$ cat src/rtl/mem_dump_tx.sv
// Streams a block of 32-bit words from a synchronous RAM out of a UART transmitter,
// four bytes per word, least-significant byte first, 8N1 framing.
module mem_dump_tx #(
  parameter int unsigned CLKS_PER_BIT = 868,
  parameter int unsigned ADR_W        = 14
) (
  input  logic             clk,
  input  logic             rst,
  input  logic             start,
  input  logic [ADR_W-1:0] base_adr,
  input  logic [ADR_W:0]   word_cnt,
  output logic [ADR_W-1:0] mem_adr_o,
  output logic             mem_rd_o,
  input  logic [31:0]      mem_dat_i,
  output logic             tx,
  output logic             busy,
  output logic             done
);

  localparam int unsigned BaudW = (CLKS_PER_BIT > 1) ? $clog2(CLKS_PER_BIT) : 1;
  localparam logic [BaudW-1:0] BaudMax = BaudW'(CLKS_PER_BIT - 1);

  typedef enum logic [2:0] {
    StIdle,
    StRead,
    StLatch,
    StStartBit,
    StDataBits,
    StStopBit,
    StNext
  } state_e;

  state_e             state_q, state_d;
  logic [ADR_W-1:0]   adr_q, adr_d;
  logic [ADR_W:0]     cnt_q, cnt_d;
  logic [31:0]        word_q, word_d;
  logic [BaudW-1:0]   baud_q, baud_d;
  logic [2:0]         bit_q, bit_d;
  logic [1:0]         byte_q, byte_d;
  logic               done_q, done_d;
  logic               bit_end;

  assign bit_end = (baud_q == BaudMax);

  always_comb begin
    state_d = state_q;
    adr_d   = adr_q;
    cnt_d   = cnt_q;
    word_d  = word_q;
    baud_d  = baud_q;
    bit_d   = bit_q;
    byte_d  = byte_q;
    done_d  = 1'b0;

    case (state_q)
      StIdle: begin
        baud_d = '0;
        if (start) begin
          if (word_cnt != '0) begin
            adr_d   = base_adr;
            cnt_d   = word_cnt;
            state_d = StRead;
          end else begin
            done_d = 1'b1;
          end
        end
      end
      StRead: state_d = StLatch;
      StLatch: begin
        // RAM data is valid in the cycle after the read strobe.
        word_d  = mem_dat_i;
        byte_d  = '0;
        bit_d   = '0;
        baud_d  = '0;
        state_d = StStartBit;
      end
      StStartBit: begin
        baud_d = baud_q + 1'b1;
        if (bit_end) begin
          baud_d  = '0;
          bit_d   = '0;
          state_d = StDataBits;
        end
      end
      StDataBits: begin
        baud_d = baud_q + 1'b1;
        if (bit_end) begin
          // Shifting the whole word walks through all 32 bits in transmit order.
          baud_d = '0;
          word_d = {1'b0, word_q[31:1]};
          bit_d  = bit_q + 3'd1;
          if (bit_q == 3'd7) begin
            state_d = StStopBit;
          end
        end
      end
      StStopBit: begin
        baud_d = baud_q + 1'b1;
        if (bit_end) begin
          baud_d = '0;
          if (byte_q == 2'd3) begin
            cnt_d   = cnt_q - 1'b1;
            adr_d   = adr_q + 1'b1;
            state_d = StNext;
          end else begin
            byte_d  = byte_q + 2'd1;
            state_d = StStartBit;
          end
        end
      end
      StNext: begin
        if (cnt_q != '0) begin
          state_d = StRead;
        end else begin
          state_d = StIdle;
          done_d  = 1'b1;
        end
      end
      default: state_d = StIdle;
    endcase
  end

  always_ff @(posedge clk) begin
    if (rst) begin
      state_q <= StIdle;
      adr_q   <= '0;
      cnt_q   <= '0;
      word_q  <= '0;
      baud_q  <= '0;
      bit_q   <= '0;
      byte_q  <= '0;
      done_q  <= 1'b0;
    end else begin
      state_q <= state_d;
      adr_q   <= adr_d;
      cnt_q   <= cnt_d;
      word_q  <= word_d;
      baud_q  <= baud_d;
      bit_q   <= bit_d;
      byte_q  <= byte_d;
      done_q  <= done_d;
    end
  end

  always_comb begin
    tx = 1'b1;
    case (state_q)
      StStartBit: tx = 1'b0;
      StDataBits: tx = word_q[0];
      default:    tx = 1'b1;
    endcase
  end

  assign busy      = (state_q != StIdle);
  assign mem_rd_o  = (state_q == StRead);
  assign mem_adr_o = adr_q;
  assign done      = done_q;

endmodule

$ cat config.mk
export PLATFORM = sky130hd
export DESIGN_NAME = mem_dump_tx
export DESIGN_NICKNAME = d
export VERILOG_FILES = /design/src/rtl/mem_dump_tx.sv
export SDC_FILE = /design/constraint.sdc
export NUM_CORES = 1
export LEC_CHECK = 0
export CORE_MARGIN = 8
export CORE_UTILIZATION = 25
export DETAILED_ROUTE_END_ITERATION = 6
export GPL_TIMING_DRIVEN = 1
export PLACE_DENSITY = 0.5
export SYNTH_ARGS = -nofsm -noshare
export SYNTH_HDL_FRONTEND = slang
export SYNTH_SLANG_ARGS = --single-unit
$ cat constraint.sdc
create_clock -name clk -period 2.35 [get_ports clk]
set_input_delay 0.47 -clock clk [delete_from_list [all_inputs] [get_ports clk]]
set_output_delay 0.47 -clock clk [all_outputs]
set_load 0.005 [all_outputs]
# ---- Word level (Yosys, flattened, before mapping)
# Index checks and enable logic that the tools add are counted.
# Widths: inputs -> output; s select.
dict set report word_totals {
  ff_bits 80
  output_inout_bits 18
  word_cells 80
}
dict set report op_classes {
  n_addsub 5
  eq_ne 17
  mux 34
  reduce_logical 16
}
# cell n
set op_table {}
lappend op_table {{$pmux 32 s2} 1}
lappend op_table {{$mux 15} 4}
lappend op_table {{$mux 14} 4}
lappend op_table {{$mux 32} 1}
lappend op_table {{$pmux 15 s2} 1}
lappend op_table {{$reduce_bool 15->1} 2}
lappend op_table {{$pmux 14 s2} 1}
lappend op_table {{$mux 3} 9}
lappend op_table {{$pmux 3 s7} 1}
lappend op_table {{$pmux 10 s2} 1}
lappend op_table {{$ne 2x2->1 const B} 8}
lappend op_table {{$sub 15x1->15 const B} 1}
lappend op_table {{$add 14x1->14 const B} 1}
lappend op_table {{$eq 3x3->1 const B} 4}
lappend op_table {{$add 10x1->10 const B} 1}
lappend op_table {{$eq 10x10->1 const B} 1}
lappend op_table {{$mux 10} 1}
lappend op_table {{$pmux 3 s3} 1}
lappend op_table {{$reduce_bool 2->1} 4}
lappend op_table {{$eq 3x2->1 const B} 2}
lappend op_table {{$reduce_and 3->1} 2}
lappend op_table {{$reduce_and 6->1} 1}
lappend op_table {{$reduce_bool 3->1} 2}
lappend op_table {{$reduce_and 5->1} 1}
lappend op_table {{12 further kinds} 17}

# ---- Depth between registers and ports, before layout
dict set report depth {
  depth_word 4
  depth_mapped 8
}

# ---- Worst setup path after synthesis
# OpenSTA, ideal clock, no wires.
dict set report synth_path {
  path_type {register -> register}
  start {register cnt_q[7]}
  end {register state_q[0]}
  setup_ns 0.130
  arrival_ns 2.087
  required_time_ns 2.220
  slack_ns 0.133
  path_stages_with_launch 7
  n_path_buf 1
  period_less_slack_ns 2.217
  cell_sequence {dfxtp_1 or4_1 buf_2 or4_4 or4_4 o2111ai_1 a21oi_1}
}
dict set report synth_via {
  elab_chain_cells 3
}
# item line
set synth_lines {}
lappend synth_lines {{start, declared} 35} ;# logic [ADR_W:0] cnt_q, cnt_d;
lappend synth_lines {{start signal, assigned} 136} ;# cnt_q <= cnt_d;
lappend synth_lines {{$reduce_bool 15->1} 112} ;# if (cnt_q != '0) begin
lappend synth_lines {{$mux 1} 112}
lappend synth_lines {{$pmux 3 s7} 55} ;# case (state_q)
lappend synth_lines {{end signal, assigned} 125} ;# state_q <= StIdle;
lappend synth_lines {{end signal, assigned} 134} ;# state_q <= state_d;
lappend synth_lines {{end, declared} 33} ;# state_e state_q, state_d;
# No other way between the ends.
# A chain may end at the register's enable or synchronous reset.

# ---- Worst setup path in the final report
dict set report layout_path {
  start {register cnt_q[8]}
  end {register state_q[0]}
}
# Same word-level chain as after synthesis.

==> metrics <==
status=finished, final reports clean; slew at the pin with the worst max-slew slack=a little under 600 ps; via count=4540; #FFs+latches synth=80; Hold Path Class=primary input to register; dpl hpwl=approximately 9600 µm; drt wl/cell=15.3 µm; CP required=roughly 2600 ps; Rows=48; gr usage total=0.126; post-synthesis sequential area ratio=0.373; Max Root-Sink Buffers=2; clock sink total=80; Fmax=roughly 460 MHz; starting density of the core=0.252; Post-synth EDFFs=0; initial antenna violation count=0; critical path's slowest cell=or4_1; clock latency on the worst-skew pair=~340 ps; PD cells=625 mW/mm²; Layout Skew=10.3 ps; Tot Pwr=3.69 mW; Area growth syn-to-layout=37.4%; WP data arrival=2410 ps; placeable core region=0.0171 mm²; Top FF cell, synth=dfxtp_1; final worst slack=166 ps; largest area contributor in the netlist=dfxtp_1; GPL Wtd Cong=0.794; drt first pass iters=5; drt drc=0; first-pass GRT wire length=22600 µm; critical path peak fanout=5; synth top area cells=dfxtp_1, nand2_1, a311oi_1; crit path cell chain=or4_1, or4_4, or4_4, o2111ai_1, a21oi_1; Syn Nets=between 600 and 700; # Post-CTS Setup Buffers=0; setup violators final=0; Die Width=roughly 150 µm; Fin Setup TNS=0 ps; most used cell, CP=or4_4; Nets=722; final wirelength=about 13000 µm; RSZ-0062 raised after global routing=no; yosys warns=0; Cell Area, Synth=approximately 0.0043 mm²; FFs w/ async S/R, synth=0; Finished Core Util=0.346; num ports=82; CTS buffer count=9; CP startpoint kind=register; Final Hold Fails=0; cts hold-fix bufs=0; IO buf count=81; H-Tree Depth=3; CTS tree=done; vias per inst=between 5 and 6; synth unique cells=56; syn avg cell area=between 7 and 8 µm²; DRT antenna net count=0; VDD IR max=0.326 mV; die height=~150 µm; pre-CTS setup slack=-66.5 ps; share of cells above drive strength 1=0.114; maxcap violations=0; Syn Inst Count=560; CTS Root Cell=clkbuf_16; largest net degree at the start of global routing=67; # diodes=0; full die area=0.0216 mm²; Pins Over Slew Limit=0; GRT overflow=0; WS Path Type=register to register; initial drt markers=approximately 320; leakage=between 2 and 2.5 nW; Period minus WS final=between 2000 and 2500 ps; Slew HR=0.612; final worst path period share=0.929; clk slew on worst S/H paths=70 ps; post-synth top area share=0.373; crit-path max cell delay=around 540 ps; vias in the first global route=4465; crit end category=register
-- synthesized netlist by cell type (all sizes together), types with 8 or more instances --
cell type / number
nand2: 109
dfxtp: 80
nor2: 55
a21oi: 38
a311oi: 33
clkbuf: 32
o21ai: 31
a31oi: 16
nand3: 15
nor3: 12
buf: 11
a32o: 10
o211ai: 9
inv: 8
o31ai: 8
-- logic make-up after synthesis --
| group | Yosys count | share of synthesized area |
|---|---|---|
| xor gates and xnor gates | 2 | 0.00408 |
| muxes | 4 | 0.00932 |
| and+or+nand+nor | 239 | 0.256 |
| AOI/OAI and AO/OA | 176 | 0.285 |
| DFF | 80 | 0.373 |
| adders and majority gates | 6 | 0.0175 |
| buffers and inverters | 53 | 0.0550 |
-- cells in the final DEF (no fill, tap or decap), types with 4 or more instances in the layout --
| master | n |
|---|---|
| nand2_1 | 109 |
| clkdlybuf4s50_1 | 79 |
| dfxtp_1 | 78 |
| nor2_1 | 53 |
| buf_4 | 42 |
| a21oi_1 | 38 |
| a311oi_1 | 33 |
| o21ai_0 | 27 |
| a31oi_1 | 16 |
| nand3_1 | 15 |
| nor3_1 | 11 |
| a32o_1 | 10 |
| o211ai_1 | 9 |
| clkbuf_16 | 9 |
| inv_1 | 8 |
| o31ai_1 | 8 |
| nor3b_1 | 6 |
| ha_1 | 6 |
| or3_1 | 5 |
| nor4_1 | 5 |
| o32ai_1 | 5 |
| nand3b_1 | 4 |
| mux2i_1 | 4 |
| and3_1 | 4 |
| o41ai_1 | 4 |
| a22oi_1 | 4 |
-- repair_timing --
item                       CTS  global route
resized for setup            1             2
pin swaps                    0             0
setup endpoints to repair    1             1
-- state kept, by name (all words and copies together), names as in the netlist --
signal / count
cnt_q: 15
state_q: 3
word_q: 32
baud_q: 10
byte_q: 2
bit_q: 3
done: 1
mem_adr_o: 14
-- critical path: cells and delay by family, from the launching register on --
family | cells | cell delay (ps)
flip-flops | 1 | 340
AO/OA/AOI/OAI | 2 | 200
AND/OR/NAND/NOR | 3 | 1530
-- per-layer routing --
metal	part of all wire	global-route usage	vias to the layer above
li1	-	-	2264
met1	0.45	0.153	2163
met2	0.50	0.214	93
met3	0.035	0.0258	20
met4	0.017	0.0474	0
met5	0	0	-
-- worst paths after layout --
| kind | depth (start not counted) | to | startpoint | slack, ps |
|---|---|---|---|---|
| worst min-delay path | 2 | state_q[0] | rst | 430 |
| worst max register to register | 5 | state_q[0] | cnt_q[8] | 170 |
| worst min register to register | 2 | bit_q[2] | bit_q[2] | 460 |
| worst max-delay path | 5 | state_q[0] | cnt_q[8] | 170 |
-- metrics by stage --
step	cells	area [µm²]	hold slack (ps)
6_report	882	5910	432
4_1_cts	882	5900	430
2_1_floorplan	560	4300	436
5_1_grt	882	5910	436
3_5_place_dp	866	5570	454
3_3_place_gp	866	5570	443
-- power breakdown --
group	internal [mW]	total [mW]	switching, mW	leakage [nW]
clock network	0.963	1.55	0.589	0.159
registers	1.45	1.53	0.0775	0.655
logic	0.322	0.610	0.288	1.29
total	2.74	3.69	0.954	2.10
-- layout make-up --
| type | count | area [µm²] |
|---|---|---|
| Fill cell | 1818 | 11100 |
| Inverter | 8 | 30.0 |
| Clock buffer | 10 | 239 |
| Tap cell | 225 | 282 |
| Timing Repair Buffer | 126 | 1180 |
| Clock inverter | 6 | 90.1 |
| Sequential cell | 80 | 1600 |
| Multi-Input combinational cell | 427 | 2480 |
Power figures use the tool's default switching activity.
